## src/rtl/paket_alici.sv

```systemverilog
// Frame receiver: hunts for SYNC, reads LEN, forwards the payload and checks the
// 2-byte trailer against an external crc16 engine that it also feeds and re-initialises.
module paket_alici #(
    parameter logic [7:0] SYNC        = 8'hA5,
    parameter int         PAYLOAD_MAX = 64,
    parameter int         ZAMAN_ASIMI = 1000
) (
    input  logic        clk_i,
    input  logic        rstn_i,
    input  logic [7:0]  byte_i,
    input  logic        byte_gecerli_i,
    output logic        byte_hazir_o,
    output logic [7:0]  crc_byte_o,
    output logic        crc_etkin_o,
    output logic        crc_rstn_o,
    input  logic [15:0] crc16_i,
    output logic [7:0]  veri_o,
    output logic        veri_gecerli_o,
    output logic        paket_son_o,
    output logic        paket_tamam_o,
    output logic        paket_hata_o,
    output logic [1:0]  hata_kodu_o
);

    localparam int SW = $clog2(ZAMAN_ASIMI + 1);

    typedef enum logic [2:0] {
        BOSTA,
        UZUNLUK,
        VERI,
        CRC_Y,
        CRC_D,
        SIFIRLA
    } durum_t;

    durum_t        r_durum;
    durum_t        w_sonraki;
    logic [SW-1:0] r_bosta;
    logic [7:0]    r_kalan;
    logic [7:0]    r_crc_y;

    logic w_hazir;
    logic w_kabul;
    logic w_cerceve_ici;
    logic w_zaman_asimi;
    logic w_uzunluk_hata;
    logic w_crc_esit;

    assign w_hazir         = (r_durum != SIFIRLA);
    assign w_kabul         = byte_gecerli_i && w_hazir;
    assign w_cerceve_ici   = (r_durum == UZUNLUK) || (r_durum == VERI) ||
                             (r_durum == CRC_Y)   || (r_durum == CRC_D);
    // An accept in the limit cycle wins over the timeout.
    assign w_zaman_asimi   = w_cerceve_ici && !w_kabul && (r_bosta == SW'(ZAMAN_ASIMI - 1));
    assign w_uzunluk_hata  = (byte_i == 8'd0) || (byte_i > 8'(PAYLOAD_MAX));
    assign w_crc_esit      = ({r_crc_y, byte_i} == crc16_i);

    always_ff @(posedge clk_i) begin
        if (!rstn_i) begin
            r_durum <= BOSTA;
        end else begin
            r_durum <= w_sonraki;
        end
    end

    always_comb begin
        w_sonraki = r_durum;
        case (r_durum)
            BOSTA: begin
                if (w_kabul && (byte_i == SYNC)) w_sonraki = UZUNLUK;
            end
            UZUNLUK: begin
                if (w_kabul)            w_sonraki = w_uzunluk_hata ? SIFIRLA : VERI;
                else if (w_zaman_asimi) w_sonraki = SIFIRLA;
            end
            VERI: begin
                if (w_kabul && (r_kalan == 8'd1)) w_sonraki = CRC_Y;
                else if (w_zaman_asimi)           w_sonraki = SIFIRLA;
            end
            CRC_Y: begin
                if (w_kabul)            w_sonraki = CRC_D;
                else if (w_zaman_asimi) w_sonraki = SIFIRLA;
            end
            CRC_D: begin
                if (w_kabul || w_zaman_asimi) w_sonraki = SIFIRLA;
            end
            SIFIRLA: w_sonraki = BOSTA;
            default: w_sonraki = BOSTA;
        endcase
    end

    always_comb begin
        byte_hazir_o = w_hazir;
        crc_byte_o   = byte_i;
        crc_etkin_o  = w_kabul && (r_durum == VERI);
        crc_rstn_o   = rstn_i && (r_durum != SIFIRLA);
    end

    // Registered frame outputs, counters and the latched trailer high byte.
    always_ff @(posedge clk_i) begin
        if (!rstn_i) begin
            veri_o         <= 8'd0;
            veri_gecerli_o <= 1'b0;
            paket_son_o    <= 1'b0;
            paket_tamam_o  <= 1'b0;
            paket_hata_o   <= 1'b0;
            hata_kodu_o    <= 2'b00;
            r_kalan        <= 8'd0;
            r_crc_y        <= 8'd0;
            r_bosta        <= '0;
        end else begin
            veri_gecerli_o <= 1'b0;
            paket_son_o    <= 1'b0;
            paket_tamam_o  <= 1'b0;
            paket_hata_o   <= 1'b0;
            hata_kodu_o    <= 2'b00;
            case (r_durum)
                UZUNLUK: begin
                    if (w_kabul) begin
                        if (w_uzunluk_hata) begin
                            paket_hata_o <= 1'b1;
                            hata_kodu_o  <= 2'b10;
                        end else begin
                            r_kalan <= byte_i;
                        end
                    end
                end
                VERI: begin
                    if (w_kabul) begin
                        veri_o         <= byte_i;
                        veri_gecerli_o <= 1'b1;
                        paket_son_o    <= (r_kalan == 8'd1);
                        r_kalan        <= r_kalan - 8'd1;
                    end
                end
                CRC_Y: begin
                    if (w_kabul) r_crc_y <= byte_i;
                end
                CRC_D: begin
                    if (w_kabul) begin
                        if (w_crc_esit) begin
                            paket_tamam_o <= 1'b1;
                        end else begin
                            paket_hata_o <= 1'b1;
                            hata_kodu_o  <= 2'b01;
                        end
                    end
                end
                default: ;
            endcase
            if (w_zaman_asimi) begin
                paket_hata_o <= 1'b1;
                hata_kodu_o  <= 2'b11;
            end
            if (!w_cerceve_ici || w_kabul) r_bosta <= '0;
            else                           r_bosta <= r_bosta + SW'(1);
        end
    end

endmodule

```

## config.mk

```make
export PLATFORM = sky130hd
export DESIGN_NAME = paket_alici
export DESIGN_NICKNAME = d
export VERILOG_FILES = /design/src/rtl/paket_alici.sv
export SDC_FILE = /design/constraint.sdc
export NUM_CORES = 1
export LEC_CHECK = 0
export BUFFER_PORTS_ARGS = -buffer_cell sky130_fd_sc_hd__buf_2
export CAP_MARGIN = 20
export CORE_MARGIN = 8
export CORE_UTILIZATION = 25
export CTS_CLUSTER_SIZE = 10
export DETAILED_ROUTE_END_ITERATION = 8
export GPL_TIMING_DRIVEN = 0
export HOLD_SLACK_MARGIN = 0.08
export SLEW_MARGIN = 40
export SYNTH_ARGS = -nofsm -noshare
export SYNTH_HDL_FRONTEND = slang
export SYNTH_SLANG_ARGS = --single-unit
```

## constraint.sdc

```tcl
create_clock -name clk_i -period 2.1 [get_ports clk_i]
set_input_delay 0.42 -clock clk_i [delete_from_list [all_inputs] [get_ports clk_i]]
set_output_delay 0.42 -clock clk_i [all_outputs]
set_load 0.02 [all_outputs]
```

Word level (Yosys, flattened, before mapping). Index checks and enable logic that the tools add are counted.

Bits in registers: 43. Bits in latches: 0. Memory bits (writable): 0. Memory bits (read-only): 0. Bits of input ports: 27. Output and inout bits: 25. Memories: 0.

$add $sub $neg: 2. $mul: 0. Div/mod/pow operators: 0. Order comparisons: 1. Equality and inequality tests: 14. Shift-type cells: 0. Multiplexer cells: 26. Bitwise operators: 1. Reductions and logical operators: 26.

Operators by type and width (number): 2-to-1 mux 8 bit (3); 2-to-1 mux 3 bit (7); == test 16 bit (1); one-hot mux 8 bit (2 select lines) (1); one-hot mux 3 bit (5 select lines) (1); adder 10 x 1 -> 10 bit (second input constant) (1); == test 10 bit (second input constant) (1); 2-to-1 mux 1 bit (9); == test 8 x 1 -> 1 bit (second input constant) (1); == test 8 bit (second input constant) (1); greater-than comparator 8 x 7 -> 1 bit (second input constant) (1); zero test 8 bit (1); inequality test 2 bit (second input constant) (4); AND reduction 2 bit (4); subtractor 8 x 1 -> 8 bit (second input constant) (1); logical AND 1 bit (7); == test 3 x 2 -> 1 bit (second input constant) (2); logical OR 1 bit (6); 2-to-1 mux 2 bit (3); AND reduction 3 bit (2); one-hot mux 2 bit (2 select lines) (1); AND reduction 4 bit (1); == test 3 x 1 -> 1 bit (second input constant) (1); == test 3 bit (second input constant) (1); other kinds (8) (9).

Depth between registers and ports, before layout.
Depth in word-level cells: 9. Gate-level depth with buffers: 8. Depth with buffers taken out: 6.

Least setup slack after synthesis. No wires, ideal clock.

Path kind: input to register. Start point: input byte_gecerli_i. End point: register r_kalan[3]. Data arrival time: 1554 ps. Slack: 454 ps. Stages on the path: 6. Buffers on the path: 1. Cell sequence: buf_2 -> nand4bb_1 -> a2111oi_2 -> or2_4 -> nor2_4 -> o32ai_1.

Longest elaborated chain between the ends: 3.

Ends and longest elaborated chain: start, declared (line 11) `input logic byte_gecerli_i,`; logical AND 1 bit * (line 50) `assign w_kabul = byte_gecerli_i && w_hazir;`; inequality test 2 bit (no line); AND reduction 4 bit (no line) *; end signal, assigned (line 124) `r_kalan <= byte_i;`; end signal, assigned (line 133) `r_kalan <= r_kalan - 8'd1;`; end, declared (line 39) `logic [7:0] r_kalan;`.

Every way passes the cells marked *; elsewhere a longest branch is shown, timed or not. A chain may end at the register's enable or synchronous reset.

Worst setup path in the final report.
Start point: register r_durum[1]. End point: output crc_etkin_o.

Longest elaborated chain between the ends: 3.

Ends and longest elaborated chain: start, declared (line 36) `durum_t r_durum;`; start signal, assigned (line 62) `r_durum <= w_sonraki;`; inequality test 3 bit (line 49) `assign w_hazir = (r_durum != SIFIRLA);`; logical AND 1 bit (line 50); logical AND 1 bit * (line 95) `crc_etkin_o = w_kabul && (r_durum == VERI);`; end, declared (line 14) `output logic crc_etkin_o,`.

Marks and branches as above.

==> out/metrics.csv <==
metric,value,unit
status,"complete, no violations",
Main synth FF type,dfxtp_1,
die area,12400,um2
Worst EP arrival,1.56,ns
Inst Count DP,442,
"most common cell after layout, fill and taps aside",nand2_1,
Period minus WS final,1.98,ns
core area,9020,um2
post-DP HPWL,4.71,mm
All-Layer GR Usage,10.1,%
DR WL/cell,14.0,um
Post-Syn Area,2270,um2
Worst R2R Start,r_bosta[0]$_SDFF_PP0_,
Initial Utilization,25.2,%
crit end category,output port,
vias in the first global route,2187,
Non-Filler Instances,451,
Root Driver,clkbuf_8,
Pwr Density,537,nW/um2
Hold Startpoint,byte_i[1],
Tightest Hold Check Type,input pin to register,
Nets,369,
fmax,504,MHz
IO Pins,52,
synthesized flop and latch total,43,
DR top layer,met5,
WL met1,2.96,mm
share of layout cells above drive strength 1,23.5,%
drt total wl,6.31,mm
Slew HR,58.1,%
Critical Path Fanout Max,10,
number of remaining DRC errors,0,
worst stage delay on the critical path,0.35,ns
LEAKAGE,0.00104,uW
Fin Clk Skew,0.00738,ns
clock slew at reported path FFs,0.08,ns
Int Pwr,1110,uW
chip width,111,um
Syn Area/Cell,8.03,um2
number of flops mapped to enable cells by yosys,0,
met2 WL,2.72,mm
Sw Share,25.2,%
combinational power share,9.5,%
final core occ,30.5,%
grt total ovfl,0,
Worst-Skew Late Latency,0.29,ns
crit path buf inv count,4,
# clock sinks,43,
H-tree depth,2,
CP max stage cell,dfxtp_2,
most frequent cells in the layout,"nand2_1 (52), buf_2 (49), dfxtp_1 (42)",
placer's final routability congestion estimate,0.816,
Final Max Slew Viols,0,
CP Class,register to output port,
cells after synthesis,283,
setup TNS,0,ns
Initial DRC Count,81,
asr flop ratio synth,0,%
"CP delay by family, top",buffers and inverters,
final setup fails,0,
Clock Power Share,35.3,%
Yosys cell types,49,
CTS tree,built,
Max Cap Viol,0,
register share of total power,55.2,%
Final Hold Fails,0,
Worst Path Required,1.68,ns
Psw,372,uW
TritonRoute pass-1 iters,5,
startpoint types,register,
row cnt,35,
CTS Hold Bufs,0,
Ys Warns,0,
Layout area overhead,21.1,%
Final Instance Area,2750,um2
number of routed nets with antenna violations,0,
initial antenna violation count,1,
first-pass GRT wire length,10.7,mm
WL met3,560,um
maximum vdd drop,0.186,mV
DR vias,2173,
Synthesized Nets,313,
Tcrit/Tclk final,94.5,%
RSZ-0062 raised after global routing,no,
number of port buffers,48,
Most Frequent Cell on Critical Path,buf_4,
clock buffer depth,2,
vias per inst,4.82,
Crit. Startpoint,r_durum[1]$_SDFFE_PN0P_,
largest net degree at the start of global routing,14,
"Seq/Total Area, Yosys",37.9,%
TritonCTS Buffers,5,
DP Area,2650,um2
ANT cells,0,
Die Ht,111,um
CP Cell Sequence,buf_4 > nor3b_4 > nand2_4 > clkinv_2 > buf_6 > buf_4,
Slew @ Worst Pin,0.623,ns
-- cell usage after synthesis, types with 2 or more instances --
library cell,count,area share [%]
nor2b_1,3,0.83
o21ai_0,8,1.8
inv_1,8,1.3
clkbuf_1,10,1.7
or3_1,2,0.55
nor3_1,5,1.1
o32ai_1,4,1.5
nand2_1,52,8.6
xnor2_1,20,7.7
nand2b_1,2,0.55
ha_1,3,1.7
dfxtp_1,43,38
a21oi_1,30,6.6
o22ai_1,4,1.1
buf_4,10,3.3
and4_1,2,0.77
a31oi_1,3,0.83
nor4_1,3,0.83
xor2_1,3,1.2
nand4_1,6,1.7
buf_2,2,0.44
o211ai_1,3,0.99
and3_1,4,1.1
nand3_1,10,2.2
nor2_1,19,3.1
-- worst register-to-register path: cells and delay by family, from the launching register on --
kind | cells | cell delay [ns]
adders and majority gates | 1 | 0.25
AOI/OAI and AO/OA | 3 | 0.57
and+or+nand+nor | 2 | 0.60
DFF | 1 | 0.38
-- per-stage QoR --
| stage | setup slack, ns | total power [uW] | hold WS [ns] |
|---|---|---|---|
| final | 0.116 | 1480 | 0.448 |
| after global routing | 0.0128 | 1550 | 0.448 |
| after CTS | 0.0269 | 1500 | 0.443 |
| after detailed placement | -0.0341 | 977 | 0.445 |
| after global placement | 0.00325 | 974 | 0.441 |
| after floorplan | 0.454 | 914 | 0.430 |
-- power groups by stage --
stage	clock network, uW	logic, uW	registers, uW
finish	522	141	816
floorplan	0	79.3	835
global placement	0	139	835
CTS	543	142	816
detailed placement	0	142	835
global route	576	155	816
-- layer usage --
layer | vias to the layer above | global-route usage, %
met5 | - | 0
met4 | 2 | 2.76
met3 | 6 | 3.98
met2 | 80 | 16.0
met1 | 995 | 12.4
li1 | 1090 | -
-- final cells by class --
| type | instances | area (um2) |
|---|---|---|
| sequential | 43 | 862 |
| fill | 962 | 6270 |
| buffer | 23 | 139 |
| timing repair buffer | 49 | 250 |
| clock inverter | 2 | 12.5 |
| multi-input combinational | 208 | 1240 |
| inverter | 9 | 35.0 |
| clock buffer | 6 | 72.6 |
| tap | 111 | 139 |
-- sequential cells by signal, summed over array words and instances (netlist names) --
register        flops
veri_o              8
paket_son_o         1
veri_gecerli_o      1
paket_tamam_o       1
r_durum             3
hata_kodu_o         2
r_bosta            10
paket_hata_o        1
r_kalan             8
r_crc_y             8
-- worst paths after layout --
kind | endpoint | slack [ns] | cells past startpoint
hold reg to reg | veri_o[5]$_SDFFE_PN0P_ | 0.46 | 2
setup / recovery | crc_etkin_o | 0.12 | 6
hold / removal | veri_o[1]$_SDFFE_PN0P_ | 0.45 | 3
setup reg to reg | r_durum[0]$_SDFFE_PN0P_ | 0.21 | 6
-- cell families (layout without fill, tap and decap cells) --
kind of cell    Yosys count  in the layout  share of synthesized area [%]
compound gates           59             59                           16.1
xor+xnor                 23             23                           8.86
fa+ha+maj                 3              3                           1.65
buf+inv                  32             89                           7.43
flops                    43             43                           37.9
mux                       1              1                          0.440
simple gates            122            122                           27.7
-- what timing repair did --
item	CTS	global route
setup buffers	1	0
endpoints found under the setup margin	1	2
gates resized for setup	0	5
(Power assumes the default switching activity.)
